--- src/rtl/synth_voice_scheduler_if.sv ---
// -----------------------------------------------------------------------------
// synth_voice_scheduler_if
// Bundles the key bank inputs and the voice/mode/octave outputs of the voice
// scheduler.
//   pb, mode_pb, octave_pb : raw pushbuttons, 1 = pressed (driven by master)
//   voice_active           : 1 = voice v sounding
//   voice_note             : key index of voice v at [4v+3:4v]
//   mode, octave           : waveform / octave selection
//   steal_pulse            : one-cycle pulse when an oldest voice is reused
// master = button side, slave = scheduler.
// -----------------------------------------------------------------------------
interface synth_voice_scheduler_if #(
  parameter int NUM_KEYS   = 13,
  parameter int NUM_VOICES = 4
);
  logic [NUM_KEYS-1:0]     pb;
  logic                    mode_pb;
  logic                    octave_pb;
  logic [NUM_VOICES-1:0]   voice_active;
  logic [4*NUM_VOICES-1:0] voice_note;
  logic [1:0]              mode;
  logic [1:0]              octave;
  logic                    steal_pulse;

  modport master (
    output pb, mode_pb, octave_pb,
    input  voice_active, voice_note, mode, octave, steal_pulse
  );

  modport slave (
    input  pb, mode_pb, octave_pb,
    output voice_active, voice_note, mode, octave, steal_pulse
  );
endinterface

--- src/rtl/synth_voice_scheduler.sv ---
// -----------------------------------------------------------------------------
// synth_voice_scheduler
// Debounces the note keys and the mode/octave buttons, turns debounced edges
// into pending press/release events and hands one event per cycle to a voice
// allocator. Voices are ordered by age through a per-voice rank (0 = newest);
// when every voice is busy the voice of rank NUM_VOICES-1 is reused.
//   clk   : system clock
//   reset : synchronous, active low
//   bus   : slave side of synth_voice_scheduler_if (buttons in, voices out)
// -----------------------------------------------------------------------------
module synth_voice_scheduler #(
  parameter int NUM_KEYS      = 13,
  parameter int NUM_VOICES    = 4,
  parameter int SAMPLE_CYCLES = 60000
) (
  input  logic                   clk,
  input  logic                   reset,
  synth_voice_scheduler_if.slave bus
);
  localparam int RW = $clog2(NUM_VOICES);
  localparam int CW = (SAMPLE_CYCLES > 1) ? $clog2(SAMPLE_CYCLES) : 1;
  localparam int NI = NUM_KEYS + 2;       // keys, then mode, then octave
  localparam int MI = NUM_KEYS;
  localparam int OI = NUM_KEYS + 1;

  logic [NI-1:0]         sync1_q, sync2_q, samp_q, deb_q;
  logic [NI-1:0]         raw_s, agree_s, deb_d, rise_s;
  logic [NUM_KEYS-1:0]   fall_s;
  logic [CW-1:0]         cnt_q;
  logic                  tick_s;
  logic [NUM_KEYS-1:0]   pend_press_q, pend_rel_q, pend_press_d, pend_rel_d;
  logic [NUM_KEYS-1:0]   clr_s, clr_press_s, clr_rel_s;
  logic [NUM_VOICES-1:0] active_q, active_d;
  logic [3:0]            note_q [NUM_VOICES];
  logic [3:0]            note_d [NUM_VOICES];
  logic [RW-1:0]         rank_q [NUM_VOICES];
  logic [RW-1:0]         rank_d [NUM_VOICES];
  logic [1:0]            mode_q, octave_q;
  logic                  steal_q, steal_d;
  logic                  sel_valid_s, sel_rel_s;
  logic [3:0]            sel_key_s;
  logic                  hold_hit_s, free_hit_s;
  logic [RW-1:0]         hold_v_s, free_v_s, old_v_s, tgt_v_s;

  assign raw_s  = {bus.octave_pb, bus.mode_pb, bus.pb};
  assign tick_s = (cnt_q == CW'(SAMPLE_CYCLES - 1));

  // A debounced bit only follows the sample when two consecutive samples agree.
  assign agree_s = ~(sync2_q ^ samp_q);
  assign deb_d   = tick_s ? ((agree_s & sync2_q) | (~agree_s & deb_q)) : deb_q;
  assign rise_s  = deb_d & ~deb_q;
  assign fall_s  = ~deb_d[NUM_KEYS-1:0] & deb_q[NUM_KEYS-1:0];

  // Event select: any pending release beats every pending press; lowest key wins.
  always_comb begin
    sel_rel_s   = |pend_rel_q;
    sel_valid_s = sel_rel_s | (|pend_press_q);
    sel_key_s   = 4'd0;
    for (int k = NUM_KEYS - 1; k >= 0; k--) begin
      sel_key_s = (sel_rel_s ? pend_rel_q[k] : pend_press_q[k]) ? 4'(k) : sel_key_s;
    end
  end

  assign clr_s       = sel_valid_s ? ({{(NUM_KEYS-1){1'b0}}, 1'b1} << sel_key_s) : '0;
  assign clr_press_s = sel_rel_s ? '0 : clr_s;
  assign clr_rel_s   = sel_rel_s ? clr_s : '0;

  // Pending masks: drop the handled bit, add new edges; a release cancels its press.
  always_comb begin
    pend_press_d = ((pend_press_q & ~clr_press_s) | rise_s[NUM_KEYS-1:0]) & ~fall_s;
    pend_rel_d   = (pend_rel_q & ~clr_rel_s) | fall_s;
  end

  // Voice lookup: holder of the selected key, lowest free voice, oldest voice.
  always_comb begin
    hold_hit_s = 1'b0;
    hold_v_s   = '0;
    free_hit_s = 1'b0;
    free_v_s   = '0;
    old_v_s    = '0;
    for (int v = NUM_VOICES - 1; v >= 0; v--) begin
      hold_hit_s = hold_hit_s | (active_q[v] & (note_q[v] == sel_key_s));
      hold_v_s   = (active_q[v] && (note_q[v] == sel_key_s)) ? RW'(v) : hold_v_s;
      free_hit_s = free_hit_s | ~active_q[v];
      free_v_s   = active_q[v] ? free_v_s : RW'(v);
      old_v_s    = (active_q[v] && (rank_q[v] == RW'(NUM_VOICES - 1))) ? RW'(v) : old_v_s;
    end
    tgt_v_s = free_hit_s ? free_v_s : old_v_s;
  end

  // Voice next state: release closes the rank gap, press pushes everyone older.
  always_comb begin
    active_d = active_q;
    note_d   = note_q;
    rank_d   = rank_q;
    steal_d  = 1'b0;
    if (sel_valid_s && sel_rel_s && hold_hit_s) begin
      active_d[hold_v_s] = 1'b0;
      rank_d[hold_v_s]   = '0;
      for (int v = 0; v < NUM_VOICES; v++) begin
        rank_d[v] = (active_q[v] && (rank_q[v] > rank_q[hold_v_s])) ?
                    (rank_q[v] - RW'(1)) : rank_d[v];
      end
    end else if (sel_valid_s && !sel_rel_s && !hold_hit_s) begin
      for (int v = 0; v < NUM_VOICES; v++) begin
        rank_d[v] = (active_q[v] && (RW'(v) != tgt_v_s)) ? (rank_q[v] + RW'(1)) : rank_q[v];
      end
      active_d[tgt_v_s] = 1'b1;
      note_d[tgt_v_s]   = sel_key_s;
      rank_d[tgt_v_s]   = '0;
      steal_d           = ~free_hit_s;
    end else begin
      steal_d = 1'b0;
    end
  end

  // State registers: synchronizers, debouncer, pending events, voices, selectors.
  always_ff @(posedge clk) begin
    if (!reset) begin
      sync1_q      <= '0;
      sync2_q      <= '0;
      samp_q       <= '0;
      deb_q        <= '0;
      cnt_q        <= '0;
      pend_press_q <= '0;
      pend_rel_q   <= '0;
      active_q     <= '0;
      for (int v = 0; v < NUM_VOICES; v++) begin
        note_q[v] <= 4'd0;
        rank_q[v] <= '0;
      end
      mode_q       <= 2'd0;
      octave_q     <= 2'd0;
      steal_q      <= 1'b0;
    end else begin
      sync1_q      <= raw_s;
      sync2_q      <= sync1_q;
      cnt_q        <= tick_s ? '0 : (cnt_q + CW'(1));
      samp_q       <= tick_s ? sync2_q : samp_q;
      deb_q        <= deb_d;
      pend_press_q <= pend_press_d;
      pend_rel_q   <= pend_rel_d;
      active_q     <= active_d;
      note_q       <= note_d;
      rank_q       <= rank_d;
      mode_q       <= mode_q + {1'b0, rise_s[MI]};
      octave_q     <= octave_q + {1'b0, rise_s[OI]};
      steal_q      <= steal_d;
    end
  end

  assign bus.voice_active = active_q;
  assign bus.mode         = mode_q;
  assign bus.octave       = octave_q;
  assign bus.steal_pulse  = steal_q;

  for (genvar v = 0; v < NUM_VOICES; v++) begin : g_note
    assign bus.voice_note[4*v +: 4] = note_q[v];
  end
endmodule

--- src/flat_wrapper.sv ---
// flat-port wrapper written by rule: the top's interface ports become plain ports
module synth_voice_scheduler_flat 
#(
  parameter int NUM_KEYS      = 13,
  parameter int NUM_VOICES    = 4,
  parameter int SAMPLE_CYCLES = 60000
)
  (clk, reset, bus_pb, bus_mode_pb, bus_octave_pb, bus_voice_active, bus_voice_note, bus_mode, bus_octave, bus_steal_pulse);
  synth_voice_scheduler_if #(.NUM_KEYS(NUM_KEYS), .NUM_VOICES(NUM_VOICES)) bus_i ();
  input  logic clk;
  input  logic reset;
  input wire logic [$bits(bus_i.pb)-1:0] bus_pb;
  input wire logic [$bits(bus_i.mode_pb)-1:0] bus_mode_pb;
  input wire logic [$bits(bus_i.octave_pb)-1:0] bus_octave_pb;
  output wire logic [$bits(bus_i.voice_active)-1:0] bus_voice_active;
  output wire logic [$bits(bus_i.voice_note)-1:0] bus_voice_note;
  output wire logic [$bits(bus_i.mode)-1:0] bus_mode;
  output wire logic [$bits(bus_i.octave)-1:0] bus_octave;
  output wire logic [$bits(bus_i.steal_pulse)-1:0] bus_steal_pulse;
  assign bus_i.pb = bus_pb;
  assign bus_i.mode_pb = bus_mode_pb;
  assign bus_i.octave_pb = bus_octave_pb;
  assign bus_voice_active = bus_i.voice_active;
  assign bus_voice_note = bus_i.voice_note;
  assign bus_mode = bus_i.mode;
  assign bus_octave = bus_i.octave;
  assign bus_steal_pulse = bus_i.steal_pulse;
  synth_voice_scheduler #(.NUM_KEYS(NUM_KEYS), .NUM_VOICES(NUM_VOICES), .SAMPLE_CYCLES(SAMPLE_CYCLES)) u_core (.clk(clk), .reset(reset), .bus(bus_i));
endmodule
--- config.mk ---
export PLATFORM = sky130hd
export DESIGN_NAME = synth_voice_scheduler_flat
export DESIGN_NICKNAME = d
export VERILOG_FILES = /design/src/rtl/synth_voice_scheduler_if.sv /design/src/rtl/synth_voice_scheduler.sv /design/src/flat_wrapper.sv
export SDC_FILE = /design/constraint.sdc
export NUM_CORES = 1
export LEC_CHECK = 0
export CORE_ASPECT_RATIO = 0.6
export CORE_UTILIZATION = 64
export DETAILED_ROUTE_END_ITERATION = 10
export PLACE_DENSITY = 0.83
export SYNTH_ARGS = -nofsm -noshare
export SYNTH_HDL_FRONTEND = slang
export SYNTH_SLANG_ARGS = --single-unit
--- constraint.sdc ---
create_clock -name clk -period 12.9 [get_ports clk]
set_clock_uncertainty 0.1 [all_clocks]
set_input_delay 2.58 -clock clk [delete_from_list [all_inputs] [get_ports clk]]
set_output_delay 2.58 -clock clk [all_outputs]
set_load 0.01 [all_outputs]
Word-level counts from Yosys, hierarchy flattened --
Cells that the tools add are included.
Storage, ports and cells: memories kept 0, output and inout port bits 25, ROM bits 0, input port bits 17, bits in latches 0, logic and storage cells 203, RAM bits 0, bits in registers 135
Operators by class: shifts and indexed selects 1, reduce and logical (&&, ||, !) cells 33, bitwise operators 46, equal/unequal tests 12, divide/modulo/power cells 0, multipliers 0, $lt $le $gt $ge 12, mux-type cells 69, add/subtract/negate cells 11
Operators by type and width (count):
- 4-bit two-way mux | 16
- 13-bit AND | 4
- 13-bit NOT | 4
- 2-bit two-way mux | 25
- 15-bit AND | 3
- 15-bit NOT | 3
- 13-bit two-way mux | 3
- 13-bit OR | 2
- 13-bit OR reduction | 2
- 1-bit logical AND | 24
- 16-bit by 1-bit adder with 16-bit output, second input constant | 1
- 8-bit AND | 2
- 16-bit bitwise mux | 1
- 16-bit == test, second input constant | 1
- 4-bit == test | 4
- 8-bit two-way mux | 2
- 8-bit NOT | 2
- 1-bit two-way mux | 15
- 15-bit two-way mux | 1
- 15-bit OR | 1
- 15-bit bitwise XOR | 1
- 1-bit by 4-bit << shifter with 13-bit output, first input constant | 1
- 2-bit by 1-bit adder with 2-bit output, second input constant | 4
- 2-bit demux with 2-bit select | 2
- other kinds (25) | 60

Logic depth before layout (Yosys ltp) --
Gate-level depths: netlist of run 1.
depth after elaboration 30, depth in mapped cells 22, mapped depth without buffers 18

Worst setup path after synthesis of run 1 --
OpenSTA, ideal clock, no wires.
path type register -> register, start reg u_core.pend_rel_q[8], end reg u_core.rank_q[3] in the netlist's numbering, required time 12.726 ns, stages on the path, launching flop included 23, arrival 4.395 ns, setup time 0.074 ns, slack 8.330 ns, period minus slack after synthesis 4.570 ns, path buffers 4, cell sequence dfxtp_1 buf_6 or4_4 buf_6 o41a_4 o311a_4 o31a_1 buf_6 xnor2_2 nand3_1 or4_1 buf_2 and2_1 nand2_1 o22ai_1 nor2_1 ha_1 nor2_1 nand2_1 nor2_1 a21oi_1 a32o_1 a31oi_1
Between the ends: cells in the longest elaborated chain, start to end 30, elaborated cells on any way between the ends 69, classes of those cells order compare: 3; eq/ne: 4; mux: 37; bitwise: 11; reduce/logical: 14
Ends and longest elaborated chain:
- from (decl) | RTL line synth_voice_scheduler.sv:31 | logic [NUM_KEYS-1:0] pend_press_q, pend_rel_q, pend_press_d, pend_rel_d;
- from (signal assigned) | RTL line synth_voice_scheduler.sv:142 | pend_rel_q <= pend_rel_d;
- 13-bit OR reduction | RTL line synth_voice_scheduler.sv:56 | sel_rel_s = |pend_rel_q;
- 1-bit two-way mux | RTL line synth_voice_scheduler.sv:60 | sel_key_s = (sel_rel_s ? pend_rel_q[k] : pend_press_q[k]) ? 4'(k) : sel_key_s;
- 4-bit two-way mux (13 in series) | RTL line synth_voice_scheduler.sv:60
- 4-bit == test | RTL line synth_voice_scheduler.sv:82, synth_voice_scheduler.sv:83
- 1-bit logical AND | RTL line synth_voice_scheduler.sv:83 | hold_v_s = (active_q[v] && (note_q[v] == sel_key_s)) ? RW'(v) : hold_v_s;
- 2-bit two-way mux (4 in series) | RTL line synth_voice_scheduler.sv:83
- 2-bit NOT with 3-bit output (implied by the code) | RTL line synth_voice_scheduler.sv:99, synth_voice_scheduler.sv:101
- 3-bit greater-or-equal comparator (implied by the code) or 3-bit by 1-bit less-than comparator with 1-bit output (tied branches) | RTL line synth_voice_scheduler.sv:99 | rank_d[hold_v_s] = '0;
- 1-bit logical AND (implied by the code) | RTL line synth_voice_scheduler.sv:99
- 2-bit two-way mux (implied by the code) | RTL line synth_voice_scheduler.sv:99
- 2-bit demux with 2-bit select | RTL line synth_voice_scheduler.sv:99
- 8-bit NOT (no line)
- 8-bit AND (no line)
- 2-bit two-way mux | RTL line synth_voice_scheduler.sv:101 | rank_d[v] = (active_q[v] && (rank_q[v] > rank_q[hold_v_s])) ?
- 8-bit two-way mux | RTL line synth_voice_scheduler.sv:97 | if (sel_valid_s && sel_rel_s && hold_hit_s) begin
- to (signal assigned) | RTL line synth_voice_scheduler.sv:145 | rank_q <= rank_d;
- to (decl) | RTL line synth_voice_scheduler.sv:36 | logic [RW-1:0] rank_q [NUM_VOICES];
Parallel ways exist; a longest one is shown, timed or not. The select of a mux whose other input is x is not followed. A chain may end at the register's enable or synchronous reset.

Worst setup path after layout of run 1 --
start reg u_core.pend_rel_q[9], end reg u_core.rank_q[3] in the netlist's numbering
Same word-level chain as after synthesis.

==> run summary, run 1 <==
Placed Instances = 1008
htree depth = 4
Period minus WS final = 6.08 ns
Worst VDD drop = 0.000111 V
CTS buffer count = 17
Die ar. = 11300 um^2
Detail Route Antenna Nets = 0
Hold Path Depth = 1
setup ws final = 6.82 ns
Initial Util = 0.659
Synth cell types = 83
Horiz. Die Dim = 137 um
max_slew headroom = 0.291
WP data required = 13.15 ns
max-cap viol count = 0
largest net degree at the start of global routing = 46
WS Path Type = flop to flop
cell area after layout = 7950 um^2
fill cell count = 753
clk sink count = 135
initial antenna violation count = 0
Mean Syn Cell Area = 8.04 um^2
r2r setup slk = 6.82 ns
CTS tree = done
CP Data Arrival Time = 6.33 ns
pre-CTS WS = 7.01 ns
DRC errors left = 0
CP most frequent cell = nor2_1
Final TNS setup = 0 ns
post-synthesis simple-gate area fraction = 0.278
ys async rst share = 0
Worst-path clk slew = 0.06 ns
Seq cells post-synth = 135
hold_ws = 0.325 ns
Final setup viols = 0
post-DP HPWL = 13.5 mm
Slew Viols, Final = 0
post-synthesis sequential area ratio = 0.388
Area Growth Syn to Fin = 14.2%
clock latency on the worst-skew pair = 0.42 ns
clk root buf = clkbuf_16
gp weighted congestion = 0.954
diode count = 0
Final Non-Filler Cells = 1040
vias in the first global route = 6032
synth warn = 0
Final Util = 0.752
die height = 82.8 um
PwrDens = 114 nW/um^2
all-layer global routing usage = 0.348
CP Cell Sequence = nor4_2 -> nand4_1 -> o21ai_1 -> nor3_1 -> or2_1 -> xnor2_1 -> or4_1 -> and2_1 -> nand2_1 -> o22ai_1 -> nor2_1 -> ha_1 -> nor2_1 -> nand2_1 -> nor2_1 -> a21oi_1 -> a32o_1 -> a31oi_1
run status = finished, final reports clean
largest family of logic cells by synthesized area = simple AND/OR/NAND/NOR gates
Core Area = 10600 um^2
initial DRC count = 813
post-layout power = 905 uW
worst-path fanout max = 14
multi-input combinational cell area = 4000 um^2
HP Class = flop to flop
post-synthesis mux area share = 0.0259
cts repair resizes = 0
Placed Instance Area = 7390 um^2
max incr delay on CP = 0.75 ns
first-pass GRT wire length = 30.0 mm
Leakage = 2.94 nW
WL final = 19.2 mm
Worst Reg-to-Reg Cells = 18
Post-layout nets = 916
Fmax = 165 MHz
total grt overflow = 0
CP endpoint kind = flop
Post-CTS Setup Inserts = 0
Max Root-Sink Buffers = 2
fin crit share = 0.471
Fin. Hold Viols = 0
# port buffers = 41
Synth Area in Adders = 0.0214
vias per cell = 6.40
sequential cell area = 2700 um^2
hold_buf cts = 0
Worst Tran Pin Value = 1.06 ns
Synth Area in Compound Gates = 0.219
Post-Syn Instances = 865
XOR/XNOR share of the synthesized area = 0.0300
number of flops mapped to enable cells by yosys = 0
via count = 6659
fraction of layout cells with a size suffix above 1 = 0.0733
DR WL/cell = 18.5 um
RSZ-0062 raised after global routing = no
Startpoint Class = flop
DR pass1 iterations = 8
CP max-delay cell = nor4_2
Synth Net Count = 893
post-synth design cell area = 6960 um^2
num rows = 29
Most used DFF post-synth = dfxtp_1
Ports = 42
layout make-up:
cell class / count / area share
multi-input combinational: 669 / 0.503
sequential: 135 / 0.340
timing repair buffer: 46 / 0.0564
clock buffer: 20 / 0.0550
tap: 139 / 0.0219
clock inverter: 12 / 0.0148
inverter: 19 / 0.00898
registers in the layout (all words and copies together) (netlist names), 4 cells and up:
signal / flops
u_core.sync1_q: 15
u_core.pend_rel_q: 13
u_core.pend_press_q: 13
u_core.deb_q: 15
u_core.bus.voice_active: 4
u_core.sync2_q: 15
u_core.cnt_q: 16
u_core.bus.voice_note: 16
u_core.rank_q: 8
u_core.samp_q: 15
critical path, delay by kind of cell, from the launching register on:
family	cells	cell delay (ns)
flip-flops	1	0.38
AND/OR/NAND/NOR	11	4.00
AO/OA/AOI/OAI	5	1.06
adder cells (fa/ha/maj)	1	0.29
XOR/XNOR	1	0.17
cell families (layout without fill, tap and decap cells):
group           after synthesis  after routing
fa+ha+maj                    12             12
xor+xnor                     23             23
buf+inv                      61             97
mux                          18             18
compound gates              234            234
flops                       135            135
simple gates                382            382
where the power goes:
part	total (mW)	internal [mW]	switching, mW
sequential	0.425	0.422	0.00315
clock	0.463	0.268	0.195
combinational	0.0167	0.00773	0.00896
path summary, 6_finish.rpt:
kind                                   start                             to
max          u_core.pend_rel_q[9]$_SDFF_PN0_  u_core.rank_q[3]$_SDFFE_PN0P_
min            u_core.sync1_q[11]$_SDFF_PN0_  u_core.sync2_q[11]$_SDFF_PN0_
max reg2reg  u_core.pend_rel_q[9]$_SDFF_PN0_  u_core.rank_q[3]$_SDFFE_PN0P_
min reg2reg    u_core.sync1_q[11]$_SDFF_PN0_  u_core.sync2_q[11]$_SDFF_PN0_
cell usage in the layout (no fill, tap or decap), types with 4 or more instances in the layout:
cell type        synthesis  final
dfxtp_1                135    135
nand2_1                106    106
nor2_1                  95     95
a21oi_1                 70     70
o21ai_0                 68     68
and2_1                  46     46
clkdlybuf4s50_1          0     41
nand3_1                 23     23
inv_1                   18     18
mux2i_1                 18     18
nand2b_1                17     17
clkbuf_16                0     17
nor2b_1                 13     13
and3_1                  12     12
or2_2                   12     12
xnor2_1                 12     12
nand4_1                 11     11
ha_1                    11     11
o21a_1                  10     10
xor2_1                  10     10
nor4_1                   9      9
nor3_1                   8      8
a31oi_1                  7      7
o31ai_1                  7      7
o211ai_1                 7      7
o21ai_1                  5      5
buf_4                    0      5
or3_1                    4      4
a41oi_1                  4      4
o22ai_1                  4      4
a221oi_1                 4      4
inv_6                    0      4
cells in the mapped netlist (5+ instances only):
library cell,count,share of area
or2_2,12,0.011
and2_1,46,0.041
o21a_1,10,0.011
nand3_1,23,0.017
nor4_1,9,0.0081
buf_2,7,0.0050
and3_1,12,0.011
a31oi_1,7,0.0063
mux2i_1,18,0.026
ha_1,11,0.020
nand2_1,106,0.057
o211ai_1,7,0.0076
nor2b_1,13,0.012
xnor2_1,12,0.015
xor2_1,10,0.013
inv_1,18,0.0097
dfxtp_1,135,0.39
o21ai_0,68,0.049
clkbuf_1,30,0.016
nor2_1,95,0.051
nand2b_1,17,0.015
o21ai_1,5,0.0036
o31ai_1,7,0.0076
a21oi_1,70,0.050
nor3_1,8,0.0058
nand4_1,11,0.0099
routing by layer:
metal / share of wire / track usage / vias to the layer above
met5: 0 / 0 / -
li1: - / - / 3141
met1: 0.45 / 0.468 / 3129
met4: 0.021 / 0.124 / 0
met2: 0.43 / 0.516 / 326
met3: 0.10 / 0.121 / 63
Note: power is estimated with default switching activity, not from simulation.
==> inputs of run 2 (changes only) <==
- CORE_UTILIZATION: 64 -> 54
- PLACE_DENSITY: 0.83 -> 0.74
- clock period: 12.9 -> 5.06 ns (I/O delays scaled with it)
==> run 2 against run 1 <==
Count of clock-buffer cells in the layout decreased by 3; via count about the same; worst setup slack got worse by 6.6 ns; die area increased by 18%; total power increased to 2.6 times the previous value; critical path depth unchanged; routed wire length increased by 1.9%; flip-flop and latch count unchanged; first-iteration DRC count decreased by 22%; register-to-register slack got worse by 6.6 ns; final cell count increased by 5.1%.
==> run summary, run 2 (synthesis results as in run 1) <==
CP max-delay cell = nor4_4
Final setup viols = 0 (unchanged)
Clock power frac = 0.523 (+0.012)
clk root buf = clkbuf_16
die height = 89.9 um (+8.7%)
largest net degree at the start of global routing = 47 (+2.2%)
Core Area = 12300 um^2 (+16%)
clock latency on the worst-skew pair = 0.42 ns (about the same)
hold_ws = 0.331 ns (+0.00592 ns)
Area Growth Syn to Fin = 19.0%
post-DP HPWL = 14.2 mm (+4.5%)
Worst VDD drop = 0.000233 V (+110%)
switching component of the power = 565 uW (+170%)
Leakage = 3.12 nW (+6.0%)
Period minus WS final = 4.84 ns (-1.23 ns)
Ports = 42 (unchanged)
Max Root-Sink Buffers = 2 (unchanged)
CTS buffer count = 17 (unchanged)
gp weighted congestion = 1.00 (+5.3%)
CP delay by family, top = compound AO/OA/AOI/OAI gates
worst-path fanout max = 9 (-5)
diode count = 0 (unchanged)
WP data required = 5.25 ns (-7.90 ns)
DR WL/cell = 17.9 um (-3.0%)
Worst Tran Pin Value = 0.860 ns (-0.203 ns)
clk sink count = 135 (unchanged)
# port buffers = 41 (unchanged)
first-pass GRT wire length = 31.7 mm (+5.7%)
PwrDens = 285 nW/um^2 (+150%)
most frequent cells in the layout = dfxtp_1 (135), nand2_1 (106), nor2_1 (93), a21oi_1 (70), o21ai_0 (68)
fraction of layout cells with a size suffix above 1 = 0.117 (+0.0442)
Flop pwr share = 0.459 (-0.011)
CP endpoint kind = flop
Post-layout nets = 943 (+2.9%)
initial DRC count = 636 (-22%)
CP Data Arrival Time = 5.03 ns (-1.30 ns)
DRC errors left = 0 (unchanged)
Switching Share = 0.240 (+0.0112)
htree depth = 4 (unchanged)
Combinational Power Share = 0.018 (about the same)
WS Path Type = flop to flop
post-layout power = 2.36 mW (+160%)
all-layer global routing usage = 0.304 (-0.0447)
DR pass1 iterations = 5 (-3)
max_slew headroom = 0.426 (+0.135)
most common cell after layout, fill and taps aside = dfxtp_1
Initial Util = 0.566 (-0.0931)
num rows = 31 (+6.9%)
Die ar. = 13400 um^2 (+18%)
initial antenna violation count = 0 (unchanged)
WL final = 19.6 mm (+1.9%)
via count = 6657 (-0.030%)
P_int = 1.79 mW (+160%)
max-cap viol count = 0 (unchanged)
Horiz. Die Dim = 149 um (+8.7%)
Detail Route Antenna Nets = 0 (unchanged)
HP Class = flop to flop
Worst-path clk slew = 0.06 ns (about the same)
run status = finished, final reports clean
Fmax = 206 MHz (+25%)
CP Cell Sequence = nor4_4 -> nand3_1 -> buf_4 -> o2bb2ai_1 -> o31a_1 -> nor2_1 -> a2111oi_1 -> buf_4 -> and3_1 -> o31ai_4 -> inv_1 -> o22ai_1 -> nor2_2 -> ha_1 -> nor2_1 -> o22ai_1 -> o31ai_1 -> a21oi_1
vias in the first global route = 6033 (+0.017%)
Startpoint Class = flop
fin crit share = 0.957 (+0.486)
Fin. Hold Viols = 0 (unchanged)
total grt overflow = 0 (unchanged)
crit path buf inv count = 3 (+3)
CTS tree = done
Slew Viols, Final = 0 (unchanged)
max incr delay on CP = 0.51 ns (-0.24 ns)
vias per cell = 6.09 (-4.9%)
==> run 2: what timing repair did <==
action	in CTS	in global routing
endpoints found under the setup margin	0	8
resized for setup	0	14
setup buffers	0	1
hold buffers	0	0
hold endpoints to repair	0	0
==> run 2: routing by layer <==
metal / up-vias / share of wire / global-route usage
met3: 25 / 0.10 / 0.0640
met2: 321 / 0.41 / 0.423
met5: - / 0 / 0
met1: 3128 / 0.48 / 0.463
met4: 0 / 0.010 / 0.0833
li1: 3183 / - / -
==> run 2: power groups by stage <==
stage / Sequential [mW] / Clock (mW) / Combinational (mW)
final: 1.08 / 1.23 / 0.0418
after global routing: 1.08 / 1.30 / 0.0463
after CTS: 1.08 / 1.25 / 0.0420
after detailed placement: 1.11 / 0 / 0.0415
after global placement: 1.11 / 0 / 0.0402
after floorplan: 1.10 / 0 / 0.0235
==> run 2: worst paths after layout <==
kind                            depth (start not counted)                             to  slack, ns                            start
worst min-delay path                                    1  u_core.sync2_q[12]$_SDFF_PN0_       0.33    u_core.sync1_q[12]$_SDFF_PN0_
worst max-delay path                                   18  u_core.rank_q[6]$_SDFFE_PN0P_       0.22  u_core.pend_rel_q[2]$_SDFF_PN0_
worst max register to register                         18  u_core.rank_q[6]$_SDFFE_PN0P_       0.22  u_core.pend_rel_q[2]$_SDFF_PN0_
worst min register to register                          1  u_core.sync2_q[12]$_SDFF_PN0_       0.33    u_core.sync1_q[12]$_SDFF_PN0_
==> run 2: area by class of cell <==
type / instances / area, um^2
clock buffer: 17 / 425
clock inverter: 15 / 161
fill: 989 / 4020
inverter: 19 / 71.3
multi-input combinational: 669 / 4060
sequential: 135 / 2700
tap: 165 / 206
timing repair buffer: 73 / 651
==> run 2: per-stage QoR <==
step	std cells	setup WS [ns]	TNS (ns)	instance area (um^2)	util
after floorplan	865	0.490	0	6960	-
after global placement	1060	0.152	0	7620	0.620
after detailed placement	1060	0.0521	0	7620	0.620
after CTS	1092	0.0598	0	8210	0.667
after global routing	1093	-0.0156	-0.0156	8280	0.673
final	1093	0.217	0	8280	0.673
